==> config.mk <==
export PLATFORM = sky130hd
export DESIGN_NAME = vga_scan_ctrl
export DESIGN_NICKNAME = d
export VERILOG_FILES = /design/src/rtl/vga_pkg.sv /design/src/rtl/vga_timing_gen.sv /design/src/rtl/vga_scan_ctrl.sv
export SDC_FILE = /design/constraint.sdc
export NUM_CORES = 1
export LEC_CHECK = 0
export ABC_AREA = 1
export ABC_CLOCK_PERIOD_IN_PS = 4500
export CORE_MARGIN = 1.5
export CORE_UTILIZATION = 30
export CTS_BUF_LIST = sky130_fd_sc_hd__clkbuf_8
export CTS_CLUSTER_DIAMETER = 200
export DETAILED_ROUTE_END_ITERATION = 16
export GPL_TIMING_DRIVEN = 0
export SETUP_SLACK_MARGIN = 0.4
export SLEW_MARGIN = 5
export SYNTH_ARGS = -nofsm -noshare
export SYNTH_HDL_FRONTEND = slang
export SYNTH_SLANG_ARGS = --single-unit
export TNS_END_PERCENT = 10
==> constraint.sdc <==
create_clock -name clk -period 4.5 [get_ports clk]
set_input_delay 0.675 -clock clk [delete_from_list [all_inputs] [get_ports clk]]
set_output_delay 0.675 -clock clk [all_outputs]
set_load 0.02 [all_outputs]
==> src/rtl/vga_pkg.sv <==
// Shared types and constants for the VGA scan controller: render FSM states,
// CSR word indices and STATUS bit positions.
package vga_pkg;

  typedef enum logic [1:0] {
    ST_IDLE  = 2'd0,
    ST_START = 2'd1,
    ST_WAIT  = 2'd2,
    ST_DONE  = 2'd3
  } render_state_t;

  localparam logic [2:0] CSR_CTRL      = 3'd0;
  localparam logic [2:0] CSR_STATUS    = 3'd1;
  localparam logic [2:0] CSR_IRQ       = 3'd2;
  localparam logic [2:0] CSR_UNDERRUN  = 3'd3;
  localparam logic [2:0] CSR_FRAME_CNT = 3'd4;

  localparam int ST_Y_LSB        = 0;
  localparam int ST_X_LSB        = 10;
  localparam int ST_VBLANK_BIT   = 24;
  localparam int ST_UNDERRUN_BIT = 25;
  localparam int ST_BUF_SEL_BIT  = 26;

endpackage

==> src/rtl/vga_timing_gen.sv <==
// Pixel phase / x / y counters with sync, blank and line/frame event strobes.
// run=0 zeroes the counters; enable=0 forces syncs inactive and blanks.
module vga_timing_gen
  import vga_pkg::*;
#(
  parameter int   H_ACTIVE = 640,
  parameter int   H_FP     = 16,
  parameter int   H_SYNC   = 96,
  parameter int   H_BP     = 48,
  parameter int   V_ACTIVE = 480,
  parameter int   V_FP     = 10,
  parameter int   V_SYNC   = 2,
  parameter int   V_BP     = 33,
  parameter int   CLK_DIV  = 2,
  parameter logic HS_POL   = 1'b0,
  parameter logic VS_POL   = 1'b0
) (
  input  logic        clk,
  input  logic        reset,
  input  logic        run,
  input  logic        enable,
  output logic [10:0] pix_x,
  output logic [9:0]  pix_y,
  output logic        line_start,
  output logic        line_end,
  output logic        frame_end,
  output logic        hs,
  output logic        vs,
  output logic        blank_n,
  output logic        vga_clk,
  output logic        pix_valid
);

  localparam int H_TOTAL = H_ACTIVE + H_FP + H_SYNC + H_BP;
  localparam int V_TOTAL = V_ACTIVE + V_FP + V_SYNC + V_BP;
  localparam logic [1:0]  PH_LAST = 2'(CLK_DIV - 1);
  localparam logic [1:0]  PH_HALF = 2'(CLK_DIV / 2);
  localparam logic [10:0] X_LAST  = 11'(H_TOTAL - 1);
  localparam logic [9:0]  Y_LAST  = 10'(V_TOTAL - 1);

  logic [1:0] phase;
  logic       ph_last, hs_on, vs_on, active;

  assign ph_last = (phase == PH_LAST);

  always_ff @(posedge clk or posedge reset) begin
    if (reset) begin
      phase <= '0;
      pix_x <= '0;
      pix_y <= '0;
    end else if (!run) begin
      phase <= '0;
      pix_x <= '0;
      pix_y <= '0;
    end else if (ph_last) begin
      phase <= '0;
      if (pix_x == X_LAST) begin
        pix_x <= '0;
        pix_y <= (pix_y == Y_LAST) ? 10'd0 : pix_y + 10'd1;
      end else begin
        pix_x <= pix_x + 11'd1;
      end
    end else begin
      phase <= phase + 2'd1;
    end
  end

  assign hs_on = enable && (pix_x >= 11'(H_ACTIVE + H_FP)) &&
                 (pix_x < 11'(H_ACTIVE + H_FP + H_SYNC));
  assign vs_on = enable && (pix_y >= 10'(V_ACTIVE + V_FP)) &&
                 (pix_y < 10'(V_ACTIVE + V_FP + V_SYNC));
  assign active = enable && (pix_x < 11'(H_ACTIVE)) && (pix_y < 10'(V_ACTIVE));

  assign hs         = hs_on ? HS_POL : ~HS_POL;
  assign vs         = vs_on ? VS_POL : ~VS_POL;
  assign blank_n    = active;
  assign pix_valid  = active && (phase == 2'd0);
  // With CLK_DIV=1 PH_HALF is 0, so this is constant 1 as intended.
  assign vga_clk    = (phase >= PH_HALF);
  assign line_start = enable && (phase == 2'd0) && (pix_x == 11'd0);
  assign line_end   = enable && ph_last && (pix_x == X_LAST);
  assign frame_end  = line_end && (pix_y == Y_LAST);

endmodule

==> src/rtl/vga_scan_ctrl.sv <==
// VGA scan controller: timing, ping-pong line-buffer render sequencing of
// N_ENG engines, and a small CSR block with frame/underrun status and IRQ.
module vga_scan_ctrl
  import vga_pkg::*;
#(
  parameter int   H_ACTIVE = 640,
  parameter int   H_FP     = 16,
  parameter int   H_SYNC   = 96,
  parameter int   H_BP     = 48,
  parameter int   V_ACTIVE = 480,
  parameter int   V_FP     = 10,
  parameter int   V_SYNC   = 2,
  parameter int   V_BP     = 33,
  parameter int   CLK_DIV  = 2,
  parameter int   N_ENG    = 2,
  parameter logic HS_POL   = 1'b0,
  parameter logic VS_POL   = 1'b0
) (
  input  logic             clk,
  input  logic             reset,
  input  logic             chipselect,
  input  logic             write,
  input  logic [2:0]       address,
  input  logic [31:0]      writedata,
  output logic [31:0]      readdata,
  output logic [N_ENG-1:0] eng_start,
  input  logic [N_ENG-1:0] eng_done,
  output logic [9:0]       render_line,
  output logic             buf_sel,
  output logic [10:0]      pix_x,
  output logic [9:0]       pix_y,
  output logic             pix_valid,
  output logic             VGA_HS,
  output logic             VGA_VS,
  output logic             VGA_BLANK_n,
  output logic             VGA_SYNC_n,
  output logic             VGA_CLK,
  output logic             irq,
  output render_state_t    fsm_state
);

  localparam int V_TOTAL = V_ACTIVE + V_FP + V_SYNC + V_BP;
  localparam logic [9:0]       Y_LAST   = 10'(V_TOTAL - 1);
  localparam logic [1:0]       IDX_LAST = 2'(N_ENG - 1);
  localparam logic [N_ENG-1:0] ENG_ONE  = N_ENG'(1);

  render_state_t state, state_nxt;
  logic [1:0]  idx, idx_nxt;
  logic        ctrl_enable, ctrl_irq_en, enable_nxt, run;
  logic        irq_pending, underrun_sticky;
  logic [15:0] underrun_cnt;
  logic [31:0] frame_cnt, rd_mux;
  logic        csr_wr, csr_rd, line_start, line_end, frame_end;
  logic        trigger, swap, irq_set, done_hit;
  logic [9:0]  next_line;

  assign csr_wr = chipselect && write;
  assign csr_rd = chipselect && !write;
  // Disabling zeroes counters on the very write edge; enabling starts from zero.
  assign enable_nxt = (csr_wr && address == CSR_CTRL) ? writedata[0] : ctrl_enable;
  assign run        = ctrl_enable && enable_nxt;

  vga_timing_gen #(
    .H_ACTIVE(H_ACTIVE), .H_FP(H_FP), .H_SYNC(H_SYNC), .H_BP(H_BP),
    .V_ACTIVE(V_ACTIVE), .V_FP(V_FP), .V_SYNC(V_SYNC), .V_BP(V_BP),
    .CLK_DIV(CLK_DIV), .HS_POL(HS_POL), .VS_POL(VS_POL)
  ) u_timing (
    .clk(clk), .reset(reset), .run(run), .enable(ctrl_enable),
    .pix_x(pix_x), .pix_y(pix_y), .line_start(line_start), .line_end(line_end),
    .frame_end(frame_end), .hs(VGA_HS), .vs(VGA_VS), .blank_n(VGA_BLANK_n),
    .vga_clk(VGA_CLK), .pix_valid(pix_valid)
  );

  assign next_line = (pix_y == Y_LAST) ? 10'd0 : pix_y + 10'd1;
  assign trigger   = run && line_start && (next_line < 10'(V_ACTIVE));
  assign swap      = run && line_end && (next_line < 10'(V_ACTIVE));
  assign irq_set   = run && line_start && (pix_y == 10'(V_ACTIVE));
  assign done_hit  = |(eng_done & (ENG_ONE << idx));

  // Engine handshake: eng_start[idx] pulses once, then only eng_done[idx] advances.
  always_comb begin
    state_nxt = state;
    idx_nxt   = idx;
    eng_start = '0;
    unique case (state)
      ST_IDLE: if (trigger) begin
        state_nxt = ST_START;
        idx_nxt   = 2'd0;
      end
      ST_START: begin
        eng_start = ENG_ONE << idx;
        state_nxt = ST_WAIT;
      end
      ST_WAIT: if (done_hit) begin
        if (idx == IDX_LAST) begin
          state_nxt = ST_DONE;
        end else begin
          state_nxt = ST_START;
          idx_nxt   = idx + 2'd1;
        end
      end
      ST_DONE: ;
      default: state_nxt = ST_IDLE;
    endcase
    if (swap) state_nxt = ST_IDLE;
    if (!run) begin
      state_nxt = ST_IDLE;
      idx_nxt   = 2'd0;
    end
  end

  always_ff @(posedge clk or posedge reset) begin
    if (reset) begin
      state           <= ST_IDLE;
      idx             <= '0;
      render_line     <= '0;
      buf_sel         <= 1'b0;
      ctrl_enable     <= 1'b0;
      ctrl_irq_en     <= 1'b0;
      irq_pending     <= 1'b0;
      underrun_cnt    <= '0;
      underrun_sticky <= 1'b0;
      frame_cnt       <= '0;
      readdata        <= '0;
    end else begin
      state <= state_nxt;
      idx   <= idx_nxt;
      if (trigger) render_line <= next_line;
      if (swap && state == ST_DONE) buf_sel <= ~buf_sel;
      if (csr_wr && address == CSR_CTRL) begin
        ctrl_enable <= writedata[0];
        ctrl_irq_en <= writedata[1];
      end
      if (irq_set) irq_pending <= 1'b1;
      else if (csr_wr && address == CSR_IRQ && writedata[0]) irq_pending <= 1'b0;
      if (csr_wr && address == CSR_UNDERRUN) begin
        underrun_cnt    <= '0;
        underrun_sticky <= 1'b0;
      end else if (swap && state != ST_DONE) begin
        underrun_sticky <= 1'b1;
        if (underrun_cnt != 16'hFFFF) underrun_cnt <= underrun_cnt + 16'd1;
      end
      if (frame_end && run) frame_cnt <= frame_cnt + 32'd1;
      if (csr_rd) readdata <= rd_mux;
    end
  end

  always_comb begin
    rd_mux = '0;
    case (address)
      CSR_CTRL:      rd_mux[1:0] = {ctrl_irq_en, ctrl_enable};
      CSR_STATUS: begin
        rd_mux[ST_Y_LSB +: 10]     = pix_y;
        rd_mux[ST_X_LSB +: 11]     = pix_x;
        rd_mux[ST_VBLANK_BIT]      = (pix_y >= 10'(V_ACTIVE));
        rd_mux[ST_UNDERRUN_BIT]    = underrun_sticky;
        rd_mux[ST_BUF_SEL_BIT]     = buf_sel;
      end
      CSR_IRQ:       rd_mux[0] = irq_pending;
      CSR_UNDERRUN:  rd_mux[15:0] = underrun_cnt;
      CSR_FRAME_CNT: rd_mux = frame_cnt;
      default:       rd_mux = '0;
    endcase
  end

  assign irq        = irq_pending && ctrl_irq_en;
  assign VGA_SYNC_n = 1'b0;
  assign fsm_state  = state;

endmodule

## After elaboration in Yosys (flattened, before gate mapping)

Cells that the tools add are included.

| operators by class | value |
|---|---|
| add/subtract/negate cells | 6 |
| $mul | 0 |
| divide/modulo/power cells | 0 |
| magnitude comparators | 9 |
| equality and inequality tests | 23 |
| shifts and indexed selects | 1 |
| muxes and demuxes | 38 |
| bitwise gates (word level) | 2 |
| reductions and logical operators | 41 |

Operators with widths:

| kind | count |
|---|---|
| 2-to-1 mux 16 bit | 3 |
| case mux 14 bit (3 select lines) | 1 |
| 2-to-1 mux 10 bit | 4 |
| 2-to-1 mux 11 bit | 3 |
| adder 32 x 1 -> 32 bit, second input constant | 1 |
| < comparator 10 x 9 -> 1 bit, second input constant | 3 |
| logical AND 1 bit | 28 |
| 2-to-1 mux 2 bit | 12 |
| < comparator 11 x 10 -> 1 bit, second input constant | 2 |
| >= comparator 10 x 9 -> 1 bit, second input constant | 2 |
| adder 16 x 1 -> 16 bit, second input constant | 1 |
| != test 16 bit, second input constant | 1 |
| adder 11 x 1 -> 11 bit, second input constant | 1 |
| == test 11 x 10 -> 1 bit, second input constant | 1 |
| >= comparator 11 x 10 -> 1 bit, second input constant | 1 |
| logical NOT 11 bit | 1 |
| adder 10 x 1 -> 10 bit, second input constant | 1 |
| == test 10 bit, second input constant | 1 |
| == test 10 x 9 -> 1 bit, second input constant | 1 |
| case mux 5 bit (2 select lines) | 1 |
| != test 3 bit, second input constant | 3 |
| != test 4 bit, second input constant | 2 |
| 2-to-1 mux 1 bit | 7 |
| == test 2 x 1 -> 1 bit, second input constant | 3 |
| other kinds (28) | 36 |

| storage, ports and cells | value |
|---|---|
| register bits | 122 |
| bits in latches | 0 |
| RAM bits | 0 |
| ROM bits | 0 |
| input bits | 41 |
| output and inout bits | 75 |
| word-level logic and storage cells | 134 |
| memories kept | 0 |

## Depth between registers and ports, before layout

| depth | value |
|---|---|
| depth in word-level cells | 10 |
| depth in mapped cells | 16 |
| gate-level depth less buffers | 14 |

## By module

Synthesis repeated with hierarchy kept, for this count alone.

| unflattened totals | value |
|---|---|
| cells, all modules | 888 |
| area total of the unflattened synthesis | 7026.7 µm² |

Modules (own cells, without submodules):

| module | times used | cells each | area each (µm²) | seq. area each (µm²) |
|---|---|---|---|---|
| vga_scan_ctrl | 1 | 665 | 5452.7 | 2477.4 |
| vga_timing_gen | 1 | 223 | 1574.0 | 575.6 |

## Worst setup path before layout

Ideal clock, no wire load.

| timing path | value |
|---|---|
| path kind | flip-flop to output port |
| start | reg u_timing.pix_y[5] |
| end | out pix_valid |
| arrival time | 1542 ps |
| required time | 3825 ps |
| path slack | 2283 ps |
| cell stages (with the launch flop) | 7 |
| path buffers | 1 |
| cells stage by stage | dfrtp_1 clkbuf_2 inv_1 nor3_2 inv_1 nand2_1 nor4_1 |

| on the way | value |
|---|---|
| longest elaborated chain between the ends | 3 |

RTL lines:

| item | RTL line | source |
|---|---|---|
| start, declared | vga_timing_gen.sv:23 | `output logic [9:0] pix_y,` |
| start signal, assigned | vga_timing_gen.sv:59 | `pix_y <= (pix_y == Y_LAST) ? 10'd0 : pix_y + 10'd1;` |
| < comparator 10 x 9 -> 1 bit | vga_timing_gen.sv:72 | `assign active = enable && (pix_x < 11'(H_ACTIVE)) && (pix_y < 10'(V_ACTIVE));` |
| logical AND 1 bit | vga_timing_gen.sv:72 |  |
| logical AND 1 bit | vga_timing_gen.sv:77 | `assign pix_valid = active && (phase == 2'd0);` |
| end, declared | vga_scan_ctrl.sv:32 | `output logic pix_valid,` |

Every way passes these cells.

## Worst setup path in the final report

Ends and elaborated chain as after synthesis.

==> impl_metrics.yaml <==
outcome:
  outcome: "complete, no violations"
floorplanning:
  die_w_um: 154
  fp.dieH_um: 154
  die_area_mm2: 0.0237
  rows: 55
  pin_count: 116
  coreArea_mm2: 0.0225
  initial_core_util_pct: 30.3
clocking:
  insertion_delay_ns: 0.46
  cts_buffers: 17
  cts.repair.resized: 0
  post_cts_buffers: 0
  clk_pin_slew_worst_paths_ns: 0.08
  clockBufferDepth: 2
  hold_buffers: 0
  cts_tree: "done"
  cts_root_buf: "clkbuf_8"
  cts.sinks: 122
  h-tree-depth: 4
sta:
  tightest_slew_ns: 0.689
  hold_viol_final: 0
  relSlewSlack_pct: 53.9
  slew_violations: 0
  fin_crit_sh_pct: 66.2
  finalSetupTns_ns: 0
  fin_crit_ns: 2.98
  setup_viol: 0
  finalClockSkew_ns: 0.0158
  max_freq_mhz: 336
  rsz0062_at_grt: "no"
  timing.hold.ws_ns: 0.455
final_layout:
  drive_above_1_share_pct: 7.41
  fill_cells: 2362
  mostFrequentLayoutCell: "nand2_1"
  area_delta_synth_final_pct: 23.9
  nNetsFinal: 1038
  antenna_cells: 0
  final_cell_mix: "nand2_1 (236), dfrtp_1 (122), nor2_1 (93), clkdlybuf4s50_1 (84), inv_1 (79)"
route:
  drt_wl_total_um: 20500
  drt_iter0_markers: 451
  vias: 6429
  drt_first_pass_iters: 5
  antenna_left: 0
  drc: 0
  via_per_inst: 5.01
  avgRoutedWirePerCell_um: 16.0
worst_setup_path:
  r2r_cells: 14
  crit_type: "reg2out"
  crit_required_ns: 3.83
  setup.worst_path.end_class: "output pin"
  arrival_ns: 2.30
  cp-start-kind: "register"
  critPathMaxFanout: 8
power_and_ir_drop:
  vdd_ir_drop_max_mv: 0.162
  p_per_area_mw_per_mm2: 336
  leakage_nw: 3.72
  power.total_mw: 2.85
yosys:
  syn-num-nets: 934
  synth_cell_types: 44
  ys_seq_elements: 122
  syn_inst: 881
  avgSynthCellArea_um2: 7.75
  netlist_area_mm2: 0.00683
  seq_area_frac_synth_pct: 44.7
  ys.warnings.count: 0
grt:
  grt_pass1_vias: 5999
  grt_max_degree: 90
  grt_use_total_pct: 17.9
  grt_pass1_wl_um: 32900
  antenna_found_initial: 0
  overflow: 0
run:
  maxCapViolations: 0
placement:
  gp_congestion: 0.894
  place_hpwl_um: 15500
  portBuffers: 84
hold_path:
  hold_class: "reg2reg"
  min_path_cells: 1
## power breakdown
group / switching [mW] / internal, mW / leakage [nW]
logic: 0.373 / 0.219 / 1.86
clock network: 0.468 / 0.553 / 0.203
registers: 0.0751 / 1.16 / 1.66
## layout make-up
class | instances | area, µm² | area share, %
Clock inverter | 14 | 156 | 1.85
Clock buffer | 18 | 248 | 2.93
Inverter | 83 | 317 | 3.74
Buffer | 28 | 135 | 1.60
Timing Repair Buffer | 85 | 868 | 10.3
Tap cell | 285 | 357 | 4.21
Multi-Input combinational cell | 648 | 3330 | 39.3
Sequential cell | 122 | 3050 | 36.1
## state kept, by name (all words and copies together) (netlist names)
| signal | count |
|---|---|
| buf_sel | 1 |
| ctrl_enable | 1 |
| ctrl_irq_en | 1 |
| frame_cnt | 32 |
| fsm_state | 2 |
| idx | 2 |
| irq_pending | 1 |
| readdata | 32 |
| render_line | 10 |
| u_timing.phase | 2 |
| u_timing.pix_x | 11 |
| u_timing.pix_y | 10 |
| underrun_cnt | 16 |
| underrun_sticky | 1 |
## metal layers
layer	vias to the layer above	global-route usage, %	part of all wire [%]
li1	3134	-	-
met1	3051	24.7	47
met2	214	28.0	45
met3	30	3.80	5.6
met4	0	5.69	1.9
met5	-	0	0
## cells in the mapped netlist, drive strengths merged
| library cell | number | area share (%) |
|---|---|---|
| a2111o | 1 | 0.16 |
| a21oi | 31 | 2.3 |
| a221oi | 9 | 1.2 |
| a22o | 1 | 0.13 |
| a31oi | 3 | 0.27 |
| a32o | 1 | 0.15 |
| and3 | 1 | 0.092 |
| buf | 10 | 0.95 |
| clkbuf | 18 | 1.0 |
| conb | 1 | 0.055 |
| dfrtp | 122 | 45 |
| ha | 12 | 2.2 |
| inv | 83 | 4.6 |
| nand2 | 242 | 14 |
| nand3 | 75 | 5.6 |
| nand3b | 3 | 0.33 |
| nand4 | 20 | 2.1 |
| nor2 | 100 | 5.8 |
| nor3 | 37 | 3.2 |
| nor3b | 2 | 0.22 |
| nor4 | 9 | 1.0 |
| o2111ai | 1 | 0.13 |
| o21ai | 40 | 3.1 |
| o21bai | 1 | 0.11 |
| o221ai | 1 | 0.13 |
| o22ai | 14 | 1.3 |
| o31ai | 2 | 0.22 |
| xnor2 | 18 | 2.3 |
| xor2 | 23 | 3.0 |
## critical path, cell delays in order, from the launching register on
cell and delay [ns]:
dfrtp_1 0.38, clkbuf_2 0.18, inv_1 0.14, nor3_2 0.08, inv_1 0.08, nand2_1 0.14
nor4_1 0.20, clkdlybuf4s50_1 0.65
## worst paths after layout
kind / startpoint / end / slack, ns
max in group asynchronous: reset / readdata[6]$_DFFE_PP0P_ / 3.18
worst max-delay path: u_timing.pix_y[5]$_DFFE_PP0P_ / pix_valid / 1.52
worst min register to register: u_timing.phase[0]$_DFF_PP0_ / u_timing.phase[0]$_DFF_PP0_ / 0.46
worst min-delay path: u_timing.phase[0]$_DFF_PP0_ / u_timing.phase[0]$_DFF_PP0_ / 0.46
min in group asynchronous: reset / idx[0]$_DFFE_PP0P_ / 0.56
worst max register to register: u_timing.pix_y[0]$_DFFE_PP0P_ / underrun_cnt[0]$_DFFE_PP0P_ / 2.03
## cells by family after synthesis
group	after synthesis	share of synthesized area [%]
buf+inv	111	6.54
fa+ha+maj	12	2.20
xor+xnor	41	5.26
flops	122	44.7
compound gates	105	9.11
other cells	1	0.0549
simple gates	489	32.1
## stage by stage
| stage | utilization [%] | instance area (µm²) | worst slack (ns) | instances |
|---|---|---|---|---|
| global placement | 35.7 | 8020 | -1.46 | 1250 |
| detailed placement | 35.8 | 8060 | 1.47 | 1251 |
| finish | 37.6 | 8460 | 1.52 | 1283 |
| CTS | 37.6 | 8460 | 1.50 | 1283 |
| floorplan | - | 6830 | 0.582 | 881 |
| global route | 37.6 | 8460 | 1.38 | 1283 |
Note: power is estimated with default switching activity, not from simulation.
